$ cat src/rtl/display_bus_pkg.sv
// Shared types for the display write buffer.
// Entry payload, FSM states and the default display region base.
package display_bus_pkg;

  localparam logic [31:0] DISPLAY_BASE_DEFAULT = 32'hFF00_0000;

  typedef struct packed {
    logic [31:0] addr;
    logic [31:0] data;
    logic [3:0]  be;
  } wb_entry_t;

  typedef enum logic [2:0] {
    IDLE,
    DRAIN,
    RD_ISSUE,
    RD_WAIT,
    DONE
  } wb_state_t;

endpackage

$ cat src/rtl/wb_sync_fifo.sv
// Synchronous FIFO of posted display writes.
// Head is presented combinationally; push is refused when full.
module wb_sync_fifo
  import display_bus_pkg::*;
#(
  parameter int DEPTH = 8
) (
  input  logic      clk,
  input  logic      reset,
  input  logic      push,
  input  wb_entry_t push_data,
  input  logic      pop,
  output wb_entry_t head,
  output logic      full,
  output logic      empty
);

  localparam int PW = $clog2(DEPTH);
  localparam int CW = PW + 1;
  localparam logic [CW-1:0] FULL_CNT = CW'(DEPTH);

  wb_entry_t     mem [DEPTH];
  logic [PW-1:0] wr_ptr;
  logic [PW-1:0] rd_ptr;
  logic [CW-1:0] count;
  logic          do_push;
  logic          do_pop;

  assign full    = (count == FULL_CNT);
  assign empty   = (count == '0);
  assign do_push = push && !full;
  assign do_pop  = pop && !empty;
  assign head    = mem[rd_ptr];

  // storage is never read unless the slot holds a valid entry
  always_ff @(posedge clk) begin
    if (do_push) mem[wr_ptr] <= push_data;
  end

  // pointers wrap modulo DEPTH; count tracks occupancy 0..DEPTH
  always_ff @(posedge clk or posedge reset) begin
    if (reset) begin
      wr_ptr <= '0;
      rd_ptr <= '0;
      count  <= '0;
    end else begin
      if (do_push) wr_ptr <= wr_ptr + PW'(1);
      if (do_pop)  rd_ptr <= rd_ptr + PW'(1);
      unique case ({do_push, do_pop})
        2'b10:   count <= count + CW'(1);
        2'b01:   count <= count - CW'(1);
        default: count <= count;
      endcase
    end
  end

endmodule

$ cat src/rtl/display_write_buffer.sv
// Posted-write buffer and load-ordering bridge to the display controller.
// Optional stall statistics under `DISPLAY_WB_STATS_EN.
module display_write_buffer
  import display_bus_pkg::*;
#(
  parameter int          DEPTH        = 8,
  parameter logic [31:0] DISPLAY_BASE = DISPLAY_BASE_DEFAULT
) (
  input  logic        clk,
  input  logic        reset,
  input  logic [31:0] cpu_addr,
  input  logic [31:0] cpu_write_data,
  input  logic [3:0]  cpu_byte_enable,
  input  logic        cpu_write_enable,
  input  logic        cpu_read_enable,
  output logic [31:0] cpu_read_data,
  output logic        cpu_ready,
  output logic [31:0] disp_addr,
  output logic [31:0] disp_write_data,
  output logic [3:0]  disp_byte_enable,
  output logic        disp_write_enable,
  output logic        disp_read_enable,
  input  logic [31:0] disp_read_data,
  input  logic        disp_ready,
  output logic [15:0] stall_count
);

  wb_state_t state;
  wb_state_t state_nxt;
  wb_entry_t head;
  wb_entry_t wr_entry;
  logic      in_region;
  logic      st_req;
  logic      ld_req;
  logic      full;
  logic      empty;
  logic      push;
  logic      pop;

  assign in_region = (cpu_addr >= DISPLAY_BASE);
  assign st_req    = in_region && cpu_write_enable;
  assign ld_req    = in_region && cpu_read_enable
                  && !cpu_write_enable;

  assign wr_entry = '{addr: cpu_addr,
                      data: cpu_write_data,
                      be:   cpu_byte_enable};

  assign push = (state == IDLE) && st_req && !full;
  assign pop  = disp_write_enable && disp_ready;

  assign disp_write_enable = !empty
    && ((state == IDLE) || (state == DRAIN));
  assign disp_read_enable = (state == RD_ISSUE);

  wb_sync_fifo #(.DEPTH(DEPTH)) u_fifo (
    .clk       (clk),
    .reset     (reset),
    .push      (push),
    .push_data (wr_entry),
    .pop       (pop),
    .head      (head),
    .full      (full),
    .empty     (empty)
  );

  // display bus mux: FIFO head while writing, CPU address while reading
  always_comb begin
    disp_addr        = '0;
    disp_write_data  = '0;
    disp_byte_enable = '0;
    if (disp_write_enable) begin
      disp_addr        = head.addr;
      disp_write_data  = head.data;
      disp_byte_enable = head.be;
    end else if (disp_read_enable) begin
      disp_addr = cpu_addr;
    end
  end

  // CPU handshake: stores wait only for space, loads wait for DONE
  always_comb begin
    cpu_ready = 1'b1;
    unique case (state)
      IDLE:    cpu_ready = st_req ? !full : !ld_req;
      DONE:    cpu_ready = 1'b1;
      default: cpu_ready = !(st_req || ld_req);
    endcase
  end

  // load sequencing: drain posted writes, then one read
  always_comb begin
    state_nxt = state;
    unique case (state)
      IDLE:     if (ld_req) state_nxt = DRAIN;
      DRAIN:    if (empty) state_nxt = RD_ISSUE;
      RD_ISSUE: if (disp_ready) state_nxt = RD_WAIT;
      RD_WAIT:  state_nxt = DONE;
      DONE:     state_nxt = IDLE;
      default:  state_nxt = IDLE;
    endcase
  end

  // state register
  always_ff @(posedge clk or posedge reset) begin
    if (reset) state <= IDLE;
    else       state <= state_nxt;
  end

  // read data arrives the cycle after the read is accepted
  always_ff @(posedge clk or posedge reset) begin
    if (reset)                 cpu_read_data <= '0;
    else if (state == RD_WAIT) cpu_read_data <= disp_read_data;
  end

`ifdef DISPLAY_WB_STATS_EN
  logic [15:0] stall_q;

  // saturating count of cycles an in-region request is held off
  always_ff @(posedge clk or posedge reset) begin
    if (reset) begin
      stall_q <= '0;
    end else if ((st_req || ld_req) && !cpu_ready
                 && (stall_q != 16'hFFFF)) begin
      stall_q <= stall_q + 16'd1;
    end
  end

  assign stall_count = stall_q;
`else
  assign stall_count = '0;
`endif

endmodule

$ cat config.mk
export PLATFORM = sky130hd
export DESIGN_NAME = display_write_buffer
export DESIGN_NICKNAME = d
export VERILOG_FILES = /design/src/rtl/display_bus_pkg.sv /design/src/rtl/wb_sync_fifo.sv /design/src/rtl/display_write_buffer.sv
export SDC_FILE = /design/constraint.sdc
export NUM_CORES = 1
export LEC_CHECK = 0
export CORE_MARGIN = 5
export CORE_UTILIZATION = 45
export DETAILED_ROUTE_END_ITERATION = 7
export HOLD_SLACK_MARGIN = 0.03
export PLACE_DENSITY = 0.73
export SLEW_MARGIN = 30
export SYNTH_ARGS = -nofsm -noshare
export SYNTH_HDL_FRONTEND = slang
export SYNTH_SLANG_ARGS = --single-unit
$ cat constraint.sdc
create_clock -name clk -period 8.75 [get_ports clk]
set_input_delay 2.625 -clock clk [delete_from_list [all_inputs] [get_ports clk]]
set_output_delay 2.625 -clock clk [all_outputs]
set_load 0.005 [all_outputs]
==> summary.txt, run 1 <==
Status
  • Status: complete, no violations

STA
  • Final setup violation count: 0
  • RSZ-0062 raised after global routing: false
  • Hold Vio Cnt, Final: 0
  • Hold slack: 0.469 ns
  • Max transition margin: roughly 41%
  • Max Slew Vio Count: 0
  • Worst-case clock skew: slightly above 0.02 ns
  • Worst Max-Slew Pin Slew: between 0.8 and 0.9 ns
  • Final critical-path required period: 7.40 ns
  • Tcrit/Tclk final: 84.6%
  • Fmax: 0.135 GHz

Clock network
  • Skew-Pair Late Insertion Delay: 0.60 ns
  • Clock-pin slew on the worst setup and hold paths: 0.06 ns
  • H-tree depth: 2
  • Gates resized, CTS repair: 0
  • CTS tree: built
  • Hold-fix buffers at CTS: 0
  • CTS sink count: 589
  • Inserted Clock Buffers: 56
  • Root Buffer: clkbuf_16
  • Clock Path Buffers: 3
  • Postcts setup bufs: 0

Final layout
  • Area grow syn2layout: 19.9%
  • Share of cells above drive strength 1: 18.1%
  • Nets: 1472
  • Design Area, Final: 27500 sq um
  • Cell Count, Final, Fillers Out: between 2000 and 2500
  • Fillers: 3863

Die
  • Ports: 224
  • Initial Util: 45.6%
  • Die width: 236 um
  • Die Area: 55600 sq um
  • Die H: about 240 um
  • Core area: 50300 sq um
  • Num rows: 82

Worst setup path
  • Worst setup EP type: output port
  • Crit-path max FO: 10
  • Crit-path leading delay family: buffers and inverters
  • CP most frequent cell: clkdlybuf4s50_1
  • Highest-delay cell along the critical path: clkdlybuf4s50_1
  • CP Launch Type: primary input
  • Worst Path Required: 6.12 ns
  • Crit path kind: in -> out
  • Cells along the critical path: clkdlybuf4s50_1 > nand4_1 > nor2_1 > o221ai_1 > clkdlybuf4s50_1
  • WP buf/inv: 2
  • Arr. time, crit path: 4.78 ns
  • Largest stage delay, worst path: 0.71 ns

Synth
  • Main area contributors after synthesis: edfxtp_1 (71%), mux4_2 (13%), dfrtp_1 (4.9%), mux2i_1 (3.0%), nand2_1 (2.1%)
  • Synth unique cells: 39
  • Yosys warning total: 0
  • Post-Syn Area: approximately 23000 sq um
  • Top cell type's share of synthesized area: 71.2%
  • Async SR Flop Fraction: 7.64%
  • Syn Area/Cell: 20.3 sq um
  • Post-synth EDFFs: 544
  • Cell taking the most area after synthesis: edfxtp_1
  • Register area share after synthesis: between 70% and 80%
  • Cells after Synth: 1131
  • Top_reg_cell synth: edfxtp_1
  • Synth Register Bits: 589

GRT
  • GR Util met1: 24.0%
  • Vias in the first global route: 12200
  • GRT overflow: 0
  • Global-route wire length before repair: 74400 um
  • M2 GR Usage: 28.4%
  • Most used routing layer: met2
  • Initial antenna violation count: 6
  • Global Route Usage Sum: between 15 and 20%
  • GRT met3 Usage: 4.54%
  • Largest net degree at the start of global routing: 77

Route
  • Avg WL per Cell: 23.1 um
  • DRC marker count from the first detailed-route iteration: 722
  • Post-DRT Antenna Nets: 0
  • First-pass DRT Iterations: 5
  • DRC violations left: 0
  • Routed WL: a little under 50000 um
  • Via density: 5.41
  • Via count: 11300

Placed design
  • Placed cells: 1975
  • IO Port Bufs: 207
  • Final HPWL DP: 26400 um
  • DP Area: 25800 sq um
  • Global placement routability congestion: 0.740

Pwr
  • Pwr per Cell Area: 298 nW/um^2
  • Worst IR Drop VDD: 173 uV
  • Final Power: 8190 uW
  • Leakage: between 0.009 and 0.01 uW

Worst hold path
  • Hold Crit Class: reg -> reg

Flow run
  • # Max-Cap Violations: 0
## worst register-to-register path: cells and delay by family, from the launching register on
| family | cells | cell delay [ns] |
|---|---|---|
| fa+ha+maj | 2 | 0.77 |
| compound gates | 1 | 0.14 |
| simple gates | 4 | 1.09 |
| xor+xnor | 3 | 0.47 |
| flops | 1 | 0.46 |
## logic make-up after synthesis
group	Yosys count	synth area share (%)
other	1	0.0163
flip-flops	589	76.1
AO/OA/AOI/OAI	41	0.965
AND/OR/NAND/NOR	198	3.69
buffers and inverters	81	2.11
adder cells (fa/ha/maj)	5	0.273
XOR/XNOR	9	0.344
multiplexers	207	16.5
## power breakdown
part           internal [uW]  switching [uW]  total [uW]
logic                   1470            1070        2540
clock network           1300             975        2280
registers               3170             206        3380
total                   5940            2250        8190
## metal layers
| metal | vias up | share of wire (%) |
|---|---|---|
| met5 | - | 0.12 |
| met4 | 10 | 1.6 |
| met3 | 67 | 6.4 |
| met2 | 324 | 49 |
| met1 | 5904 | 43 |
| li1 | 4950 | - |
## metrics by stage
| step | setup WS, ns | TNS (ns) | utilization, % |
|---|---|---|---|
| 2_1_floorplan | -2.15 | -507.90 | - |
| 3_3_place_gp | 1.29 | 0 | 51.2 |
| 3_5_place_dp | 1.28 | 0 | 51.2 |
| 4_1_cts | 1.26 | 0 | 54.7 |
| 5_1_grt | 1.17 | 0 | 54.7 |
| 6_report | 1.35 | 0 | 54.7 |
## synth_stat cells, types with 5 or more instances
cell type and number:
edfxtp_1 544, mux4_2 136, nand2_1 131, mux2i_1 68
dfrtp_1 45, nor2_1 40, o21ai_1 32, buf_4 31
buf_2 17, clkbuf_1 14, buf_1 9, buf_6 5
ha_1 5, xnor2_1 5
## flip-flops by register name, indices dropped and copies added, names as in the netlist
signal	flops
u_fifo.mem	544
cpu_read_data	32
u_fifo.rd_ptr	3
u_fifo.wr_ptr	3
u_fifo.count	4
state	3
## area by class of cell
class	instances	area (sq um)	share of cell area (%)
antenna	1	2.50	0.00910
clock buffer	79	1530	5.56
clock inverter	25	201	0.733
inverter	5	23.8	0.0865
multi-input combinational	476	5110	18.6
sequential	589	17500	63.5
tap	672	841	3.06
timing repair buffer	234	2310	8.41
## cells in the final DEF, fill, tap and decap left out, types with 3 or more instances in the layout
cell type        count
edfxtp_1           544
clkdlybuf4s50_1    207
mux4_2             136
nand2_1            131
mux2i_1             68
clkbuf_16           56
dfrtp_1             42
nor2_1              40
o21ai_1             32
buf_4               24
clkbuf_1            19
conb_1              16
clkinv_1            13
clkinv_2             9
xnor2_1              5
ha_1                 5
a21oi_1              4
nand4_1              4
xor2_1               4
clkbuf_8             4
nand3b_1             3
nor3b_1              3
bufinv_16            3
buf_12               3
dfrtp_4              3
## worst paths after layout
path | startpoint | endpoint | slack, ns | depth (start not counted)
max | cpu_addr[27] | cpu_ready | 1.35 | 5
min | cpu_read_data[19]$_DFFE_PP0P_ | cpu_read_data[19]$_DFFE_PP0P_ | 0.47 | 2
max reg2reg | state[0]$_DFFE_PP0P_ | u_fifo.count[2]$_DFFE_PP0P_ | 5.71 | 10
min reg2reg | cpu_read_data[19]$_DFFE_PP0P_ | cpu_read_data[19]$_DFFE_PP0P_ | 0.47 | 2
max in group asynchronous | reset | u_fifo.rd_ptr[2]$_DFFE_PP0P_ | 5.78 | 3
min in group asynchronous | reset | cpu_read_data[1]$_DFFE_PP0P_ | 2.48 | 3
(Power assumes the default switching activity.)
==> run 2, diff against run 1 <==
Settings changed: PLACE_DENSITY 0.73 to 0.7.
Clock period 8.75 ns to 7.7 ns, I/O delays scaled along.
==> summary.txt, run 2 (synthesis results as in run 1) <==
Status
  • Status: complete, no violations

GRT
  • Vias in the first global route: 11900 (-2.2%)
  • Global Route Usage Sum: 17.0% (-0.40 points)
  • Initial antenna violation count: 2 (-4)
  • Global-route wire length before repair: 73000 um (-1.9%)
  • Largest net degree at the start of global routing: 79 (+2.6%)
  • GRT overflow: 0 (unchanged)

Worst setup path
  • Crit-path max FO: 10 (unchanged)
  • Worst Path Required: 5.39 ns (-0.73 ns)
  • Largest stage delay, worst path: 0.72 ns (about the same)
  • Highest-delay cell along the critical path: clkdlybuf4s50_1
  • Reg2reg start: state[0]$_DFFE_PP0P_
  • CP Launch Type: primary input
  • Cells along the critical path: clkdlybuf4s50_1 > nand4_1 > nor2_1 > o221ai_1 > clkdlybuf4s50_1
  • Worst setup EP type: output port
  • CP most frequent cell: clkdlybuf4s50_1
  • Arr. time, crit path: 4.32 ns (-0.46 ns)
  • Crit path kind: in -> out
  • Crit. Startpoint: cpu_addr[29]
  • R2r setup slk: 4.62 ns (-1.09 ns)

Final layout
  • Utilization after layout: 54.9% (+0.20 points)
  • Most common cell after layout, fill and taps aside: edfxtp_1
  • Largest Register: u_fifo.mem
  • Area grow syn2layout: 20.3%
  • Most frequent cells in the layout: edfxtp_1 (544), clkdlybuf4s50_1 (207), mux4_2 (136)
  • Share of cells above drive strength 1: 18.3% (+0.14 points)
  • Max reg flops: 544 (unchanged)
  • Nets: 1473 (+0.068%)
  • Cell Count, Final, Fillers Out: 2081 (unchanged)
  • Largest regs: u_fifo.mem: 544 flops, cpu_read_data: 32 flops, u_fifo.count: 4 flops
  • Fillers: 3872 (+0.23%)

Clock network
  • Skew-Pair Late Insertion Delay: 0.61 ns (about the same)
  • CTS tree: built
  • CTS sink count: 589 (unchanged)
  • Hold-fix buffers at CTS: 0 (unchanged)
  • Gates resized, CTS repair: 0 (unchanged)
  • H-tree depth: 2 (unchanged)
  • Postcts setup bufs: 0 (unchanged)
  • Root Buffer: clkbuf_16
  • Inserted Clock Buffers: 58 (+3.6%)
  • Clock Path Buffers: 3 (unchanged)
  • Clock-pin slew on the worst setup and hold paths: 0.06 ns (about the same)

STA
  • Hold Vio Cnt, Final: 0 (unchanged)
  • Max transition margin: 34.0% (-7.0 points)
  • Worst-case clock skew: 0.0222 ns (+0.00193 ns)
  • Worst Max-Slew Pin Slew: 0.989 ns (+0.105 ns)
  • Tcrit/Tclk final: 86.1%
  • Final critical-path required period: approximately 6.6 ns
  • RSZ-0062 raised after global routing: false
  • Fmax: 0.151 GHz
  • Max Slew Vio Count: 0 (unchanged)
  • Final setup violation count: 0 (unchanged)

Die
  • Num rows: 82 (unchanged)
  • Die H: 236 um (unchanged)
  • Die Area: 55600 sq um (unchanged)
  • Die width: 236 um (unchanged)
  • Ports: 224 (unchanged)
  • Initial Util: 45.6% (unchanged)
  • Core area: 50300 sq um (unchanged)

Pwr
  • Final Power: 9410 uW (+15%)
  • Worst IR Drop VDD: 293 uV (+69%)
  • Pwr per Cell Area: 341 nW/um^2 (+14%)
  • Leakage: 0.00917 uW (+0.52%)

Route
  • Via count: 11100 (-0.94%)
  • DRC violations left: 0 (unchanged)
  • First-pass DRT Iterations: 5 (unchanged)
  • Via density: 5.36 (-0.94%)
  • Post-DRT Antenna Nets: 0 (unchanged)
  • Uppermost routed layer: met5
  • Routed WL: 47300 um (-1.6%)
  • Avg WL per Cell: 22.7 um (-1.6%)
  • Routed length on met1: 20000 um (-3.6%)
  • Met3 routed wirelength: 2480 um (-19%)
  • Met2 WL: 24200 um (+2.6%)
  • DRC marker count from the first detailed-route iteration: 691 (-4.3%)

Worst hold path
  • Hold Crit Class: reg -> reg
  • Hold_sp: cpu_read_data[24]$_DFFE_PP0P_

Placed design
  • Final HPWL DP: 26100 um (-1.3%)
  • Placed cells: 1975 (unchanged)
  • IO Port Bufs: 207 (unchanged)
  • Global placement routability congestion: 0.704 (-4.8%)

Flow run
  • # Max-Cap Violations: 0 (unchanged)
==> run 2: changes by cell type in the layout (fill, tap and decap cells not counted), moves of 2 or more <==
cell,change
clkinv_2,-4
clkbuf_8,-2
buf_4,-2
clkbuf_16,+3
clkinv_1,+4
clkbuf_1,-6
==> run 2: area by class of cell <==
class                      count  area [sq um]  share of cell area, %
timing repair buffer         233          2320                   8.42
clock inverter                31           263                  0.952
clock buffer                  74          1550                   5.63
multi-input combinational    476          5110                   18.5
sequential                   589         17500                   63.3
tap                          672           841                   3.05
inverter                       5          26.3                 0.0952
antenna                        1          2.50                0.00907
==> run 2: path summary, 6_finish.rpt <==
check,endpoint,cells past startpoint
worst min-delay path,cpu_read_data[24]$_DFFE_PP0P_,2
worst min register to register,cpu_read_data[24]$_DFFE_PP0P_,2
min in group asynchronous,cpu_read_data[11]$_DFFE_PP0P_,2
max in group asynchronous,u_fifo.rd_ptr[1]$_DFFE_PP0P_,2
worst max-delay path,cpu_ready,5
worst max register to register,u_fifo.mem[1][8]$_DFFE_PP_,5
==> run 2: per-layer routing <==
metal | up-vias | global-route usage, %
li1 | 4955 | -
met1 | 5848 | 23.3
met2 | 284 | 28.6
met3 | 60 | 3.69
met4 | 2 | 3.20
met5 | - | 0
==> run 2: power breakdown <==
part	switching, uW	leakage (uW)	total, uW	internal, uW
Sequential	230	0.00544	3840	3610
Combinational	1190	0.00285	2880	1690
Clock	1140	0.000883	2690	1550
Total	2560	0.00917	9410	6850
==> run 2: critical path, delay by kind of cell <==
family / cells / cell delay, ns
AOI/OAI and AO/OA: 1 / 0.19
buffers and inverters: 2 / 1.22
and+or+nand+nor: 2 / 0.59
==> run 2: through the flow <==
stage	setup slack [ns]	setup TNS (ns)	hold slack [ns]	cell area (sq um)
final	1.07	0	0.471	27600
after global routing	0.978	0	0.494	27600
after CTS	1.07	0	0.476	27600
after detailed placement	1.09	0	0.461	25800
after global placement	1.12	0	0.457	25700
after floorplan	-2.89	-769.80	0.464	23000
==> RTL edit: new RTL, flow settings as in run 1 <==
`DEPTH` is set to 8 in 2 places; all go to 16.
--- a/src/rtl/wb_sync_fifo.sv
+++ b/src/rtl/wb_sync_fifo.sv
@@ -4,5 +4,5 @@
   import display_bus_pkg::*;
 #(
-  parameter int DEPTH = 8
+  parameter int DEPTH = 16
 ) (
   input  logic      clk,
--- a/src/rtl/display_write_buffer.sv
+++ b/src/rtl/display_write_buffer.sv
@@ -4,5 +4,5 @@
   import display_bus_pkg::*;
 #(
-  parameter int          DEPTH        = 8,
+  parameter int          DEPTH        = 16,
   parameter logic [31:0] DISPLAY_BASE = DISPLAY_BASE_DEFAULT
 ) (
Check against the original RTL: no difference found for any inputs over 4 cycles, from zero or initial values and one cycle with reset high; that may be too few to reach the edited logic, so the function may still have changed.
==> RTL edit against run 1 <==
- worst hold slack gained 0.0048 ns
- critical path type unchanged
- worst setup slack lost 0.10 ns
- area after synthesis grew 92%
- sequential cell count grew 547
- fmax shrank 1.3%
- critical endpoint unchanged
- power grew 92%
- routed wire length grew 110%
- cell area grew 87%
- highest routed layer unchanged
- non-clock buffer count grew 30
==> RTL edit: results (changes against run 1) <==
ranking of synthesized cells by area=edfxtp_1 (74%), mux4_2 (14%), dfrtp_1 (2.7%), mux2i_1 (2.3%), a211oi_1 (1.2%) (was edfxtp_1 (71%), mux4_2 (13%), dfrtp_1 (4.9%), mux2i_1 (3.0%), nand2_1 (2.1%)); Pleak=16.7 nW (was 9.12 nW); Worst Max-Slew Pin Slew=0.994 ns (was 0.885 ns); flop-to-flop setup slack=5.03 ns (was 5.71 ns); syn_area_per_cell=21.9 um^2 (was 20.3 um^2); ratio of cells with drive above 1 in the final layout=0.223 (was 0.181); clk_lat worst skew=0.69 ns (was 0.60 ns); number of synthesized flops with an enable pin=1,088 (was 544); asr flop ratio synth=0.0423 (was 0.0764); hold_sp=cpu_read_data[17] (was cpu_read_data[19]); CTS buffer count=111 (was 56); Final GP Congestion=0.719 (was 0.740); start of the worst register-to-register path=u_fifo.count[2] (was state[0]); register area share after synthesis=0.770 (was 0.761); Vias=21,000 (was 11,300); Net Switching=4.44 mW (was 2.25 mW); first-pass GRT wire length=147 mm (was 74.4 mm); status=completed (unchanged); Yosys Warn Count=0 (unchanged); GR Util All Layers=0.191 (was 0.174); synth unique cells=47 (was 39); CTS H-tree lvls=3 (was 2); cell depth of the worst hold path=2 (unchanged); vias per cell=5.77 (was 5.41); WHS Endpoint=cpu_read_data[17] (was cpu_read_data[19]); commonest cells in the netlist=edfxtp_1 (1,088), mux4_2 (272), mux2i_1 (100), nand2_1 (96), a211oi_1 (72) (was edfxtp_1 (544), mux4_2 (136), nand2_1 (131), mux2i_1 (68), dfrtp_1 (45)); First-pass DRT Iterations=7 (was 5); r2r endpoint=u_fifo.count[4] (was u_fifo.count[2]); Routed WL per cell=27.4 um (was 23.1 um); initial antenna violation count=9 (was 6); vias in the first global route=22,400 (was 12,200); maximum VDD drop=304 uV (was 173 uV); R2R depth=12 (was 10); crit-path max FO=18 (was 10); biggest regs=u_fifo.mem (1088), cpu_read_data (32), u_fifo.count (5) (was u_fifo.mem (544), cpu_read_data (32), u_fifo.count (4)); post-DP HPWL=54.7 mm (was 26.4 mm)
## RTL edit: how the worst max path moves through the flow
| stage | from | endpoint | slack (ns) | depth (start not counted) |
|---|---|---|---|---|
| after global routing | cpu_addr[25] | cpu_ready | 1.18 | 5 |
| final | cpu_addr[25] | cpu_ready | 1.25 | 5 |
| after floorplan | cpu_addr[31] | u_fifo.mem[3][0] | 0.26 | 4 |
| after detailed placement | cpu_addr[25] | cpu_ready | 1.22 | 5 |
| after global placement | cpu_addr[25] | cpu_ready | 1.25 | 5 |
| after CTS | cpu_addr[26] | cpu_ready | 1.21 | 5 |
## RTL edit: power by group through the flow
| stage | clock network [mW] | logic, mW | registers [mW] |
|---|---|---|---|
| after floorplan | 0 | 3.02 | 6.19 |
| after global placement | 0 | 4.53 | 6.43 |
| after detailed placement | 0 | 4.59 | 6.44 |
| after CTS | 4.97 | 4.62 | 6.33 |
| after global routing | 5.23 | 4.92 | 6.32 |
| final | 4.89 | 4.56 | 6.29 |
## RTL edit: cells by family after synthesis
family | after synthesis | share of synthesized area
other | 1 | 0.0000852
adders and majority gates | 8 | 0.00228
DFF | 1136 | 0.770
xor gates and xnor gates | 13 | 0.00259
buffers and inverters | 140 | 0.0168
and+or+nand+nor | 180 | 0.0198
muxes | 374 | 0.163
AOI/OAI and AO/OA | 154 | 0.0260
## RTL edit: cell type report
cell class / count / area, um^2
clock buffers: 128 / 2840
inverters: 11 / 43.8
multi-input cells: 745 / 9530
fillers: 7192 / 45300
clock inverters: 83 / 942
well taps: 1276 / 1600
flip-flops and latches: 1136 / 33900
diodes: 7 / 17.5
repair buffers: 264 / 2670
## RTL edit: metrics by stage
step | setup slack, ns | hold WS [ns] | instance area, um^2 | util
2_1_floorplan | 0.257 | 0.470 | 44000 | -
3_3_place_gp | 1.25 | 0.457 | 47600 | 0.492
3_5_place_dp | 1.22 | 0.461 | 47700 | 0.493
4_1_cts | 1.21 | 0.477 | 51500 | 0.532
5_1_grt | 1.18 | 0.503 | 51500 | 0.532
6_report | 1.25 | 0.474 | 51500 | 0.532
## RTL edit: worst max-delay path, cell delays in order
cell             delay (ns)
clkdlybuf4s50_1        0.91
nand4_1                0.31
nor2_1                 0.35
o211ai_1               0.14
clkdlybuf4s50_1        0.53
## RTL edit: metal layers
metal | GRT usage | part of all wire | up-vias
met5 | 0 | 0.00013 | -
li1 | - | - | 8889
met2 | 0.320 | 0.50 | 795
met3 | 0.0398 | 0.071 | 145
met1 | 0.260 | 0.41 | 11200
met4 | 0.0475 | 0.020 | 2
